**config.mk**
```make
export PLATFORM = sky130hd
export DESIGN_NAME = fetch_unit_flat
export DESIGN_NICKNAME = d
export VERILOG_FILES = /design/src/rtl/fetch_unit_if.sv /design/src/rtl/fetch_unit.sv /design/src/flat_wrapper.sv
export SDC_FILE = /design/constraint.sdc
export NUM_CORES = 1
export LEC_CHECK = 0
export BUFFER_PORTS_ARGS = -buffer_cell sky130_fd_sc_hd__buf_2
export CAP_MARGIN = 20
export CORE_UTILIZATION = 50
export CTS_CLUSTER_DIAMETER = 50
export CTS_CLUSTER_SIZE = 10
export DETAILED_ROUTE_END_ITERATION = 12
export GPL_TIMING_DRIVEN = 0
export PLACE_DENSITY = 0.88
export SETUP_SLACK_MARGIN = 0.15
export SLEW_MARGIN = 40
export SYNTH_ARGS = -nofsm -noshare
export SYNTH_HDL_FRONTEND = slang
export SYNTH_SLANG_ARGS = --single-unit
```
**constraint.sdc**
```tcl
create_clock -name clock -period 4 [get_ports clock]
set_input_delay 0.6 -clock clock [delete_from_list [all_inputs] [get_ports clock]]
set_output_delay 0.6 -clock clock [all_outputs]
set_load 0.05 [all_outputs]
```
**src/rtl/fetch_unit_if.sv**
```systemverilog
// fetch_unit_if: redirect, instruction-memory and buffer-push signals of the fetch unit
interface fetch_unit_if #(
    parameter int PUSH_W = 2,
    parameter int IB_IDX_BITS = 4
);
    logic redirect_valid;
    logic [31:0] redirect_pc;
    logic [IB_IDX_BITS:0] ib_available_slots;
    logic imem_req_valid;
    logic [31:0] imem_req_addr;
    logic imem_req_ready;
    logic imem_resp_valid;
    logic [32*PUSH_W-1:0] imem_resp_data;
    logic [$clog2(PUSH_W+1)-1:0] ib_num_pushes;
    logic [32*PUSH_W-1:0] ib_inst;
    logic [32*PUSH_W-1:0] ib_pc;
    logic [32*PUSH_W-1:0] ib_npc;
    modport master (
        input redirect_valid, redirect_pc, ib_available_slots, imem_req_ready, imem_resp_valid, imem_resp_data,
        output imem_req_valid, imem_req_addr, ib_num_pushes, ib_inst, ib_pc, ib_npc
    );
    modport slave (
        output redirect_valid, redirect_pc, ib_available_slots, imem_req_ready, imem_resp_valid, imem_resp_data,
        input imem_req_valid, imem_req_addr, ib_num_pushes, ib_inst, ib_pc, ib_npc
    );
endinterface

```
**src/rtl/fetch_unit.sv**
```systemverilog
// fetch_unit: sequential PC walker issuing block requests and pushing returned words into the instruction buffer
module fetch_unit #(
    parameter int PUSH_W = 2,
    parameter int IB_IDX_BITS = 4,
    parameter logic [31:0] RESET_PC = 32'h0
) (
    input logic clock,
    input logic reset,
    fetch_unit_if.master fu
);
    localparam int NW = $clog2(PUSH_W + 1);
    localparam logic [31:0] BLK = 32'(4 * PUSH_W);
    typedef enum logic [1:0] {FETCH, WAIT, PUSH, DRAIN} state_t;
    state_t state;
    logic [31:0] pc, base, off, need, off_q, k;
    logic [NW-1:0] need_q;
    logic [32*PUSH_W-1:0] inst_n, pc_n, npc_n;
    logic accept;
    always_comb begin
        base = pc & ~(BLK - 32'd1);
        off = (pc >> 2) & 32'(PUSH_W - 1);
        need = 32'(PUSH_W) - off;
        fu.imem_req_valid = !reset && state == FETCH && !fu.redirect_valid &&
                            {{(31-IB_IDX_BITS){1'b0}}, fu.ib_available_slots} >= need;
        fu.imem_req_addr = base;
        fu.ib_num_pushes = (!reset && state == PUSH && !fu.redirect_valid) ? need_q : '0;
        accept = fu.imem_req_valid && fu.imem_req_ready;
    end
    // word off+i of the block lands in entry i; entries past the block end stay zero
    always_comb begin
        inst_n = '0;
        pc_n = '0;
        npc_n = '0;
        k = '0;
        for (int i = 0; i < PUSH_W; i++) begin
            k = off_q + 32'(i);
            inst_n[32*i +: 32] = (32'(i) < 32'(need_q)) ? 32'(fu.imem_resp_data >> (32 * k)) : '0;
            pc_n[32*i +: 32] = (32'(i) < 32'(need_q)) ? base + (k << 2) : '0;
            npc_n[32*i +: 32] = (32'(i) < 32'(need_q)) ? base + (k << 2) + 32'd4 : '0;
        end
    end
    always_ff @(posedge clock) begin
        if (reset) begin
            state <= FETCH;
            pc <= RESET_PC;
            off_q <= '0;
            need_q <= '0;
            fu.ib_inst <= '0;
            fu.ib_pc <= '0;
            fu.ib_npc <= '0;
        end else if (fu.redirect_valid) begin
            pc <= fu.redirect_pc;
            state <= ((state == WAIT || state == DRAIN) && !fu.imem_resp_valid) ? DRAIN : FETCH;
        end else begin
            case (state)
                FETCH: if (accept) begin
                    state <= WAIT;
                    off_q <= off;
                    need_q <= NW'(need);
                end
                WAIT: if (fu.imem_resp_valid) begin
                    state <= PUSH;
                    fu.ib_inst <= inst_n;
                    fu.ib_pc <= pc_n;
                    fu.ib_npc <= npc_n;
                end
                PUSH: begin
                    pc <= base + BLK;
                    state <= FETCH;
                end
                DRAIN: if (fu.imem_resp_valid) state <= FETCH;
                default: state <= FETCH;
            endcase
        end
    end
endmodule

```
**src/flat_wrapper.sv**
```systemverilog
// flat-port wrapper written by rule: the top's interface ports become plain ports
module fetch_unit_flat 
#(
    parameter int PUSH_W = 2,
    parameter int IB_IDX_BITS = 4,
    parameter logic [31:0] RESET_PC = 32'h0
)
  (clock, reset, fu_redirect_valid, fu_redirect_pc, fu_ib_available_slots, fu_imem_req_ready, fu_imem_resp_valid, fu_imem_resp_data, fu_imem_req_valid, fu_imem_req_addr, fu_ib_num_pushes, fu_ib_inst, fu_ib_pc, fu_ib_npc);
  fetch_unit_if #(.PUSH_W(PUSH_W), .IB_IDX_BITS(IB_IDX_BITS)) fu_i ();
  input logic clock;
  input logic reset;
  input wire logic [$bits(fu_i.redirect_valid)-1:0] fu_redirect_valid;
  input wire logic [$bits(fu_i.redirect_pc)-1:0] fu_redirect_pc;
  input wire logic [$bits(fu_i.ib_available_slots)-1:0] fu_ib_available_slots;
  input wire logic [$bits(fu_i.imem_req_ready)-1:0] fu_imem_req_ready;
  input wire logic [$bits(fu_i.imem_resp_valid)-1:0] fu_imem_resp_valid;
  input wire logic [$bits(fu_i.imem_resp_data)-1:0] fu_imem_resp_data;
  output wire logic [$bits(fu_i.imem_req_valid)-1:0] fu_imem_req_valid;
  output wire logic [$bits(fu_i.imem_req_addr)-1:0] fu_imem_req_addr;
  output wire logic [$bits(fu_i.ib_num_pushes)-1:0] fu_ib_num_pushes;
  output wire logic [$bits(fu_i.ib_inst)-1:0] fu_ib_inst;
  output wire logic [$bits(fu_i.ib_pc)-1:0] fu_ib_pc;
  output wire logic [$bits(fu_i.ib_npc)-1:0] fu_ib_npc;
  assign fu_i.redirect_valid = fu_redirect_valid;
  assign fu_i.redirect_pc = fu_redirect_pc;
  assign fu_i.ib_available_slots = fu_ib_available_slots;
  assign fu_i.imem_req_ready = fu_imem_req_ready;
  assign fu_i.imem_resp_valid = fu_imem_resp_valid;
  assign fu_i.imem_resp_data = fu_imem_resp_data;
  assign fu_imem_req_valid = fu_i.imem_req_valid;
  assign fu_imem_req_addr = fu_i.imem_req_addr;
  assign fu_ib_num_pushes = fu_i.ib_num_pushes;
  assign fu_ib_inst = fu_i.ib_inst;
  assign fu_ib_pc = fu_i.ib_pc;
  assign fu_ib_npc = fu_i.ib_npc;
  fetch_unit #(.PUSH_W(PUSH_W), .IB_IDX_BITS(IB_IDX_BITS), .RESET_PC(RESET_PC)) u_core (.clock(clock), .reset(reset), .fu(fu_i));
endmodule
```
# Yosys cells after proc, flatten, opt, wreduce, memory -nomap -nowiden
# Cells that the tools add are included.
# word_totals
inputBits,106
output_inout_bits,227
reg_bits,229
elab_cells,57
# op_classes
n_lt_le_gt_ge,3
mux,15
reduce_logical,16
eq_ne,6
add_sub_neg,7
n_bitwise,1
shift,2
# ops
operator,count
$mux W32,8
$add A32 B3 Y32 const B,2
$shr A64 B32 Y32,1
$shr A64 B6 Y32,1
$add A32 B3 Y32,1
$add A32 B32 Y32,1
$add A32 B4 Y32 const B,1
$ge A5 B32 Y1,1
$mux W2,6
$reduce_and A3 Y1,3
$pmux W2 S4,1
$logic_and A1 B1 Y1,7
$ne A3 B3 Y1 const B,2
$eq A2 B2 Y1 const B,2
$lt A1 B2 Y1 const A,2
$logic_not A1 Y1,3
$ne A3 B2 Y1 const B,1
$sub A2 B1 Y3 const A,1
$add A1 B1 Y2 const B,1
$eq A2 B1 Y1 const B,1
$logic_not A2 Y1,1
$reduce_bool A2 Y1,1
$logic_or A1 B1 Y1,1
$not A1 Y1,1

# Longest topological paths before layout
# Gate-level depths: netlist (run 1).
# logic_depth
depth_word,8
mapped_depth,11

# Worst setup path after synthesis (run 1)
# OpenSTA, ideal clock, no wires.
# synth_timing
path_kind,register to register
startpoint,register u_core.pc[3]
endpoint,register u_core.fu.ib_npc[63]
path_slack_ns,0.525
period_less_slack_ns,3.475
path_stages_with_launch,11
arrival_ns,3.340
setup_ns,0.134
required_time_ns,3.866
cell_sequence,dfxtp_1 ha_1 ha_1 buf_2 and4_1 nand3_1 or3_1 a222oi_1 nand4_1 a222oi_1 nand3_1
# synth_via
elab_chain_cells,3
# synth_lines
item,line,source
"start, declared",fetch_unit.sv:15,"logic [31:0] pc, base, off, need, off_q, k;"
"start signal, assigned",fetch_unit.sv:52,pc <= fu.redirect_pc;
"start signal, assigned",fetch_unit.sv:68,pc <= base + BLK;
$add A32 B32 Y32,fetch_unit.sv:39,npc_n[32*i +: 32] = (32'(i) < 32'(need_q)) ? base + (k << 2) + 32'd4 : '0;
$add A32 B3 Y32,fetch_unit.sv:39,
$mux W32,fetch_unit.sv:39,
"end signal, assigned",fetch_unit.sv:65,fu.ib_npc <= npc_n;
"end, declared",fetch_unit_if.sv:20,"output imem_req_valid, imem_req_addr, ib_num_pushes, ib_inst, ib_pc, ib_npc"
# No other way between the ends.
# A chain may end at the register's enable or synchronous reset.

# Final worst setup path (run 1)
# Same ends and word-level chain as after synthesis.

==> impl_metrics.env, run 1 <==
export IMPL_synthFlopType="dfxtp_1"
export IMPL_preCtsSetupSlack_ns=0.218
export IMPL_rows=51
export IMPL_yosys_cell_types_count=71
export IMPL_synth_top_area_share_pct=43.4
export IMPL_area_growth_pct=27.6
export IMPL_synth_seq_cells=217
export IMPL_powerDensity_nw_per_um2=381
export IMPL_grt_usage_pct=32.8
export IMPL_irDropWorstVdd_mv=0.294
export IMPL_start_util_pct=51.3
export IMPL_setup_ws_ns=0.322
export IMPL_max_clock_freq_mhz=272
export IMPL_clock_root_buffer="clkbuf_16"
export IMPL_clk_path_buf_depth=3
export IMPL_power_total_mw=4.87
export IMPL_viasPerCell=5.96
export IMPL_cts_sinks=217
export IMPL_clkSlewWorstSetupHoldPaths_ns=0.05
export IMPL_cts_hold_fix_buffers=0
export IMPL_slew_viol_final=0
export IMPL_wl_per_cell_um=19.5
export IMPL_holdWs_ns=0.316
export IMPL_seqCellArea_um2=4340
export IMPL_clock_skew_ns=0.0144
export IMPL_drt_initial_drc_count=1265
export IMPL_synth_async_reset_ratio_pct=0
export IMPL_cts_tree="built"
export IMPL_synth_edf_count=0
export IMPL_ys_seq_area_share_pct=43.4
export IMPL_hp_class="in2reg"
export IMPL_antenna_found_initial=0
export IMPL_n_fill_cell=1688
export IMPL_finalSetupTns_ns=0
export IMPL_htree_levels=1
export IMPL_synth_top_area_cell="dfxtp_1"
export IMPL_hold_violations=0
export IMPL_setup_viol=0
export IMPL_cap_violations=0
export IMPL_cts_buffers=27
export IMPL_arrival_ns=4.07
export IMPL_cp_end_kind="register"
export IMPL_post_route_util_pct=65.4
export IMPL_vias=11000
export IMPL_slew_headroom_pct=41.1
export IMPL_nets=1685
export IMPL_core_area_um2=19500
export IMPL_ant_nets=0
export IMPL_worst_pin_slew_ns=0.884
export IMPL_yosysWarnings=0
export IMPL_rsz0062_at_grt="no"
export IMPL_grt_pass1_wl_um=52600
export IMPL_wl_um=35900
export IMPL_insertedDiodeCount=0
export IMPL_gp_congestion=0.933
export IMPL_port_buffers=319
export IMPL_hpwl_um=26700
export IMPL_drc_errors=0
export IMPL_grt_max_degree=13
export IMPL_post_route_min_period_ns=3.68
export IMPL_grt_overflow_total=0
export IMPL_crit_path_max_fanout=8
export IMPL_die_area_um2=20600
export IMPL_syn_area_um2=10000
export IMPL_worst_ep_required_time_ns=4.39
export IMPL_clk_latency_ns=0.53
export IMPL_post_route_period_util_pct=92.0
export IMPL_status="finished, final reports clean"
export IMPL_io_pins=333
export IMPL_critPathLaunchType="register"
export IMPL_postSynthCellCount=1210
export IMPL_die_w_um=144
export IMPL_multi_input_area_um2=5140
export IMPL_die_y_um=144
export IMPL_final_layout_size_suffix_gt1_share_pct=26.3
export IMPL_yosys_top_cells_area="dfxtp_1 43%, nor2_1 7.6%, a22oi_1 6.5%"
export IMPL_grt_pass1_vias=9624
export IMPL_critPathKind="reg2reg"
export IMPL_cellLeakagePower_nw=5.50
export IMPL_avgSynthCellArea_um2=8.27
export IMPL_first_pass_iters=6
-- area by class of cell --
class / instances / area share (%)
plain buffers: 128 / 4.40
clock buffers: 33 / 5.62
clock inverters: 3 / 0.176
inverters: 6 / 0.176
multi-input cells: 869 / 40.2
flip-flops and latches: 217 / 34.0
well taps: 265 / 2.60
repair buffers: 324 / 12.8
-- state kept, by name (all words and copies together), names as in the netlist --
| name | cells |
|---|---|
| u_core.pc | 30 |
| u_core.state | 2 |
| u_core.need_q | 2 |
| u_core.fu.ib_pc | 59 |
| u_core.fu.ib_npc | 60 |
| u_core.fu.ib_inst | 64 |
-- cells in the mapped netlist, types with 3 or more instances --
master     count
clkbuf_1      85
ha_1           6
nor3b_1        4
nand4_1       22
or2_2          5
and2_1         5
or3_1          7
xor2_1        28
buf_2         14
buf_4         17
buf_1         12
and3_1        14
a221oi_1      32
dfxtp_1      217
a21oi_1       74
nor3_1        52
mux2i_1        5
nand2_1       84
a22oi_1       87
a31oi_1        6
nor2_1       203
o2111ai_1      3
nor4_1         6
and4_1        12
o31ai_1        8
xnor2_1       48
nor2b_1        6
inv_1          6
o21a_1         5
o21ai_0       20
nand3_1       59
nand2b_1       5
o31ai_2        3
-- repair_timing --
item / in CTS / in global routing
gates resized for setup: 0 / 1
endpoints found under the setup margin: 0 / 10
setup buffers: 0 / 4
-- metrics by stage --
step | cell area (um2) | cells
2_1_floorplan | 10000 | 1220
3_3_place_gp | 12000 | 1804
3_5_place_dp | 12000 | 1804
4_1_cts | 12700 | 1840
5_1_grt | 12800 | 1845
6_report | 12800 | 1845
-- layout by cell type, fill, tap and decap left out, types with 12 or more instances in the layout --
cell,instances
nor2_1,203
xnor2_1,47
buf_4,21
a221oi_1,32
nand3_1,59
and4_1,12
a21oi_1,74
buf_2,333
a22oi_1,87
nand2_1,84
and3_1,14
clkbuf_1,90
xor2_1,28
clkbuf_16,27
nand4_1,22
buf_1,12
nor3_1,52
dfxtp_1,217
o21ai_0,20
-- power by group --
part	switching, mW	internal, mW	total, mW
registers	0.0292	2.19	2.22
clock network	0.874	1.24	2.12
logic	0.383	0.148	0.531
total	1.29	3.58	4.87
-- final timing paths --
check	startpoint	endpoint	slack (ns)	cells after the start
max	u_core.pc[3]	u_core.fu.ib_npc[63]	0.32	10
min	fu_redirect_pc[12]	u_core.pc[12]	0.32	3
max reg2reg	u_core.pc[3]	u_core.fu.ib_npc[63]	0.32	10
min reg2reg	u_core.fu.ib_npc[35]	u_core.fu.ib_npc[35]	0.45	2
-- cell families (layout without fill, tap and decap cells) --
kind of cell | count (synthesis) | count (layout) | share of synthesized area [%]
adder cells (fa/ha/maj) | 6 | 6 | 0.750
buffers and inverters | 134 | 494 | 5.84
XOR/XNOR | 76 | 76 | 6.65
AND/OR/NAND/NOR | 507 | 507 | 24.5
flip-flops | 217 | 217 | 43.4
multiplexers | 5 | 5 | 0.500
AO/OA/AOI/OAI | 264 | 264 | 18.3
other | 1 | 11 | 0.0375
-- per-layer routing --
metal	global-route usage (%)	part of all wire, %	wire length (um)
met1	45.7	41	14600
met5	0	0	0
met3	6.00	11	3960
met4	13.1	3.5	1270
met2	49.9	45	16100
-- critical path, cell delays in order (launching register included) --
cell       delay [ns]
dfxtp_1          0.54
ha_1             0.28
ha_1             0.15
buf_2            0.17
and4_1           0.32
nand3_1          0.35
xnor2_2          0.33
o2111ai_1        0.32
or3_1            0.52
o41ai_1          0.43
nand3_1          0.11
Power figures use the tool's default switching activity.
==> run 2: changes to the inputs <==
--- a/config.mk
+++ b/config.mk
@@ -8,6 +8,7 @@
 export BUFFER_PORTS_ARGS = -buffer_cell sky130_fd_sc_hd__buf_2
 export CAP_MARGIN = 20
 export CORE_UTILIZATION = 50
+export CTS_BUF_LIST = sky130_fd_sc_hd__clkbuf_8
 export CTS_CLUSTER_DIAMETER = 50
 export CTS_CLUSTER_SIZE = 10
 export DETAILED_ROUTE_END_ITERATION = 12
==> impl_metrics.env, run 2 (synthesis gave the netlist of run 1 again) <==
export IMPL_area_growth_pct=24.5
export IMPL_status="finished, final reports clean"
export IMPL_ant_nets=0
export IMPL_rows=51
export IMPL_clk_path_buf_depth=3
export IMPL_first_pass_iters=8
export IMPL_wl_per_cell_um=19.2
export IMPL_worst_ep_required_time_ns=4.43
export IMPL_clock_root_buffer="clkbuf_8"
export IMPL_viasPerCell=5.88
export IMPL_preCtsSetupSlack_ns=0.218
export IMPL_power_total_mw=4.20
export IMPL_cts_sinks=217
export IMPL_die_w_um=144
export IMPL_grt_pass1_wl_um=52000
export IMPL_met3_usage_pct=5.86
export IMPL_cellLeakagePower_nw=5.38
export IMPL_p_sw_share_pct=28.7
export IMPL_cp_top_family="simple AND/OR/NAND/NOR gates"
export IMPL_internal_power_mw=2.99
export IMPL_hpwl_um=26700
export IMPL_finalSetupTns_ns=0
export IMPL_max_clock_freq_mhz=279
export IMPL_clkSlewWorstSetupHoldPaths_ns=0.08
export IMPL_nets=1685
export IMPL_grt_use_met2_pct=49.3
export IMPL_worst_pin_slew_ns=0.946
export IMPL_slew_headroom_pct=36.9
export IMPL_vias=10800
export IMPL_post_route_period_util_pct=89.6
export IMPL_grt_usage_pct=32.3
export IMPL_port_buffers=319
export IMPL_hp_class="in2reg"
export IMPL_start_util_pct=51.3
export IMPL_cp_end_kind="register"
export IMPL_crit_path_max_fanout=8
export IMPL_cts_hold_fix_buffers=0
export IMPL_slew_viol_final=0
export IMPL_use_met1_pct=45.2
export IMPL_critical_path_buf_inv_count=1
export IMPL_seqPwrFrac_pct=52.9
export IMPL_path_cells="ha_1, ha_1, buf_2, and4_1, nand3_1, xnor2_2, o2111ai_1, or3_1, o41ai_1, nand3_1"
export IMPL_powerDensity_nw_per_um2=337
export IMPL_post_route_util_pct=63.8
export IMPL_arrival_ns=4.01
export IMPL_setup_ws_ns=0.418
export IMPL_insertedDiodeCount=0
export IMPL_setup_viol=0
export IMPL_grt_pass1_vias=9555
export IMPL_cts_tree="built"
export IMPL_core_area_um2=19500
export IMPL_die_y_um=144
export IMPL_clk_latency_ns=0.56
export IMPL_io_pins=333
export IMPL_drc_errors=0
export IMPL_gp_congestion=0.933
export IMPL_cpPeakStageDelay_ns=0.54
export IMPL_irDropWorstVdd_mv=0.244
export IMPL_reg_top3="u_core.fu.ib_inst (64), u_core.fu.ib_npc (60), u_core.fu.ib_pc (59)"
export IMPL_busiest_layer="met2"
export IMPL_p_clk_share_pct=34.5
export IMPL_clock_skew_ns=0.0304
export IMPL_htree_levels=1
export IMPL_final_layout_size_suffix_gt1_share_pct=26.3
export IMPL_placedCellCount=1804
export IMPL_grt_overflow_total=0
export IMPL_critPathKind="reg2reg"
export IMPL_cp_slowest_cell="dfxtp_1"
export IMPL_antenna_found_initial=0
export IMPL_final_common_cell="buf_2"
export IMPL_grt_max_degree=13
export IMPL_hold_violations=0
export IMPL_seqCellArea_um2=4340
export IMPL_wl_um=35400
export IMPL_critPathLaunchType="register"
export IMPL_n_fill_cell=1754
export IMPL_multi_input_area_um2=5140
export IMPL_largest_register_ffs=64
export IMPL_instances_no_fill=1845
export IMPL_post_route_min_period_ns=3.58
export IMPL_cts_buffers=27
export IMPL_cap_violations=0
export IMPL_pwr_share_comb_pct=12.6
export IMPL_final_cell_mix="333 x buf_2, 217 x dfxtp_1, 203 x nor2_1"
export IMPL_drt_initial_drc_count=1144
export IMPL_top_register="u_core.fu.ib_inst"
export IMPL_rsz0062_at_grt="no"
export IMPL_netSwitchingPower_mw=1.21
export IMPL_die_area_um2=20600
[run 2: cell count changes in the layout (fill, tap and decap cells not counted), sizes merged]
cell	delta
clkbuf	-4
inv	+4
[run 2: layout make-up]
cell class                      instances  area share, %
Timing Repair Buffer                  324           13.1
Inverter                                6          0.181
Clock inverter                          7          0.301
Sequential cell                       217           34.8
Clock buffer                           29           3.20
Multi-Input combinational cell        869           41.2
Tap cell                              265           2.66
Buffer                                128           4.51
[run 2: final timing paths]
check,cells past startpoint,slack (ns),end,from
worst max-delay path,10,0.42,u_core.fu.ib_npc[63],u_core.pc[3]
worst min-delay path,3,0.28,u_core.pc[22],fu_redirect_pc[22]
worst max register to register,10,0.42,u_core.fu.ib_npc[63],u_core.pc[3]
worst min register to register,2,0.45,u_core.fu.ib_pc[36],u_core.fu.ib_pc[36]
[run 2: metal layers]
metal	routed length, um	vias to the layer above	share of wire [%]
met4	1330	0	3.8
met2	15800	641	45
li1	-	5007	-
met1	14700	5102	41
met3	3600	94	10
met5	0	-	0
[run 2: tightest hold or removal path, stage by stage]
cell and delay (ns):
buf_2 0.08, mux2i_1 0.05, nor2_1 0.07
[run 2: power groups by stage]
stage	registers [mW]	clock network, mW	logic, mW
final	2.22	1.45	0.529
after global routing	2.22	1.54	0.557
after CTS	2.22	1.45	0.515
after detailed placement	2.27	0	0.513
after global placement	2.27	0	0.506
after floorplan	2.36	0	0.245
[run 2: what timing repair did]
action                     CTS  global route
resized for setup            0             1
setup endpoints to repair    0            10
buffers inserted             0             4
[run 2: stage by stage]
stage,instance area [um2],hold slack [ns]
2_1_floorplan,10000,0.483
3_3_place_gp,12000,0.433
3_5_place_dp,12000,0.444
4_1_cts,12400,0.279
5_1_grt,12500,0.291
6_report,12500,0.280
==> run 3: changes to the inputs <==
--- a/config.mk
+++ b/config.mk
@@ -7,13 +7,13 @@
 export LEC_CHECK = 0
 export BUFFER_PORTS_ARGS = -buffer_cell sky130_fd_sc_hd__buf_2
 export CAP_MARGIN = 20
-export CORE_UTILIZATION = 50
+export CORE_UTILIZATION = 47
 export CTS_BUF_LIST = sky130_fd_sc_hd__clkbuf_8
 export CTS_CLUSTER_DIAMETER = 50
 export CTS_CLUSTER_SIZE = 10
 export DETAILED_ROUTE_END_ITERATION = 12
 export GPL_TIMING_DRIVEN = 0
-export PLACE_DENSITY = 0.88
+export PLACE_DENSITY = 0.87
 export SETUP_SLACK_MARGIN = 0.15
 export SLEW_MARGIN = 40
 export SYNTH_ARGS = -nofsm -noshare
==> constraint.sdc (replaced) <==
create_clock -name clock -period 3.1 [get_ports clock]
set_input_delay 0.465 -clock clock [delete_from_list [all_inputs] [get_ports clock]]
set_output_delay 0.465 -clock clock [all_outputs]
set_load 0.05 [all_outputs]
==> impl_metrics.env, run 3 (synthesis gave the netlist of run 1 again) <==
export IMPL_clk_latency_ns=0.55
export IMPL_finalSetupTns_ns=0
export IMPL_critPathKind="reg2reg"
export IMPL_grt_usage_pct=31.6
export IMPL_arrival_ns=3.32
export IMPL_area_growth_pct=27.7
export IMPL_first_pass_iters=8
export IMPL_grt_pass1_vias=9923
export IMPL_cts_tree="built"
export IMPL_clock_root_buffer="clkbuf_8"
export IMPL_setup_ws_ns=0.195
export IMPL_cpPeakStageDelay_ns=0.54
export IMPL_clk_path_buf_depth=3
export IMPL_setup_viol=0
export IMPL_grt_pass1_wl_um=54400
export IMPL_largest_register_ffs=64
export IMPL_ant_nets=0
export IMPL_io_pins=333
export IMPL_viasPerCell=5.88
export IMPL_drt_initial_drc_count=1416
export IMPL_placedCellCount=1814
export IMPL_critPathLaunchType="register"
export IMPL_cp_slowest_cell="o41ai_2"
export IMPL_hpwl_um=27600
export IMPL_worst_pin_slew_ns=0.785
export IMPL_wl_um=36900
export IMPL_grt_overflow_total=0
export IMPL_post_route_util_pct=61.0
export IMPL_cap_violations=0
export IMPL_die_y_um=148
export IMPL_clock_skew_ns=0.0160
export IMPL_core_area_um2=21000
export IMPL_slew_viol_final=0
export IMPL_holdWs_ns=0.150
export IMPL_status="finished, final reports clean"
export IMPL_n_fill_cell=1871
export IMPL_nets=1693
export IMPL_port_buffers=319
export IMPL_crit_path_max_fanout=8
export IMPL_worst_ep_required_time_ns=3.52
export IMPL_power_total_mw=5.55
export IMPL_die_area_um2=21900
export IMPL_post_route_min_period_ns=2.90
export IMPL_preCtsSetupSlack_ns=-0.314
export IMPL_gp_congestion=0.961
export IMPL_reg_top3="u_core.fu.ib_inst (64), u_core.fu.ib_npc (60), u_core.fu.ib_pc (59)"
export IMPL_hold_violations=0
export IMPL_post_route_period_util_pct=93.7
export IMPL_vias=10900
export IMPL_path_cells="buf_2, and4_1, buf_4, nand2_4, o41ai_2, o21ai_1, o31a_1, o211ai_1, a21oi_1"
export IMPL_final_layout_size_suffix_gt1_share_pct=29.0
export IMPL_wl_per_cell_um=19.8
export IMPL_insertedDiodeCount=0
export IMPL_r2r_slack_ns=0.20
export IMPL_hp_class="in2reg"
export IMPL_grt_max_degree=13
export IMPL_clkSlewWorstSetupHoldPaths_ns=0.07
export IMPL_dpl_instance_area_um2=12000
export IMPL_irDropWorstVdd_mv=0.264
export IMPL_cp_top_family="compound AO/OA/AOI/OAI gates"
export IMPL_rows=53
export IMPL_top_register="u_core.fu.ib_inst"
export IMPL_start_util_pct=47.8
export IMPL_htree_levels=1
export IMPL_final_area_um2=12800
export IMPL_final_cell_mix="333 x buf_2, 206 x dfxtp_1, 202 x nor2_1"
export IMPL_rsz0062_at_grt="yes"
export IMPL_instances_no_fill=1860
export IMPL_antenna_found_initial=0
export IMPL_cts_sinks=217
export IMPL_drc_errors=0
export IMPL_seqCellArea_um2=4360
export IMPL_cts_buffers=26
export IMPL_multi_input_area_um2=5320
export IMPL_powerDensity_nw_per_um2=434
export IMPL_final_common_cell="buf_2"
export IMPL_cp_end_kind="register"
export IMPL_cellLeakagePower_nw=5.53
export IMPL_slew_headroom_pct=47.6
export IMPL_max_clock_freq_mhz=344
export IMPL_die_w_um=148
export IMPL_critical_path_buf_inv_count=2
==> run 3: cell count changes in the layout (fill, tap and decap cells not counted), sizes merged <==
| cell | change |
|---|---|
| nor3 | +1 |
| bufinv | +2 |
| clkbuf | -2 |
| clkinv | -2 |
| inv | -3 |
| buf | +9 |
==> run 3: worst reg2reg max path: stages (launching register included) <==
cell	delay [ns]
dfxtp_2	0.36
buf_2	0.20
and4_1	0.21
buf_4	0.17
nand2_4	0.10
o41ai_2	0.54
o21ai_1	0.37
o31a_1	0.38
o211ai_1	0.32
a21oi_1	0.12
==> run 3: report_power, final <==
group	switching, mW	total (mW)	internal, mW
logic	0.501	0.701	0.200
clock network	1.02	1.99	0.972
registers	0.0373	2.86	2.83
total	1.55	5.55	4.00
==> run 3: layout make-up <==
cell class	count	share of cell area [%]
Inverter	6	0.176
Tap cell	275	2.69
Clock buffer	28	3.01
Buffer	127	4.47
Clock inverter	4	0.538
Timing Repair Buffer	333	13.4
Multi-Input combinational cell	870	41.6
Sequential cell	217	34.1
==> run 3: path summary, 6_finish.rpt <==
path | start | end | depth (start not counted)
hold reg to reg | u_core.fu.ib_pc[8] | u_core.fu.ib_pc[8] | 2
setup reg to reg | u_core.pc[5] | u_core.fu.ib_npc[46] | 9
setup / recovery | u_core.pc[5] | u_core.fu.ib_npc[46] | 9
hold / removal | fu_redirect_pc[28] | u_core.pc[28] | 3
==> run 3: metal layers <==
layer	track usage [%]	wire length, um
met1	43.1	14900
met5	0	0
met3	6.08	3930
met4	15.2	1800
met2	47.8	16200
==> run 3: what timing repair did <==
action	4_1_cts	5_1_grt
gates resized for setup	15	21
hold buffers	0	0
pin swaps	2	9
setup buffers	3	11
setup endpoints to repair	20	16
gates cloned	0	1
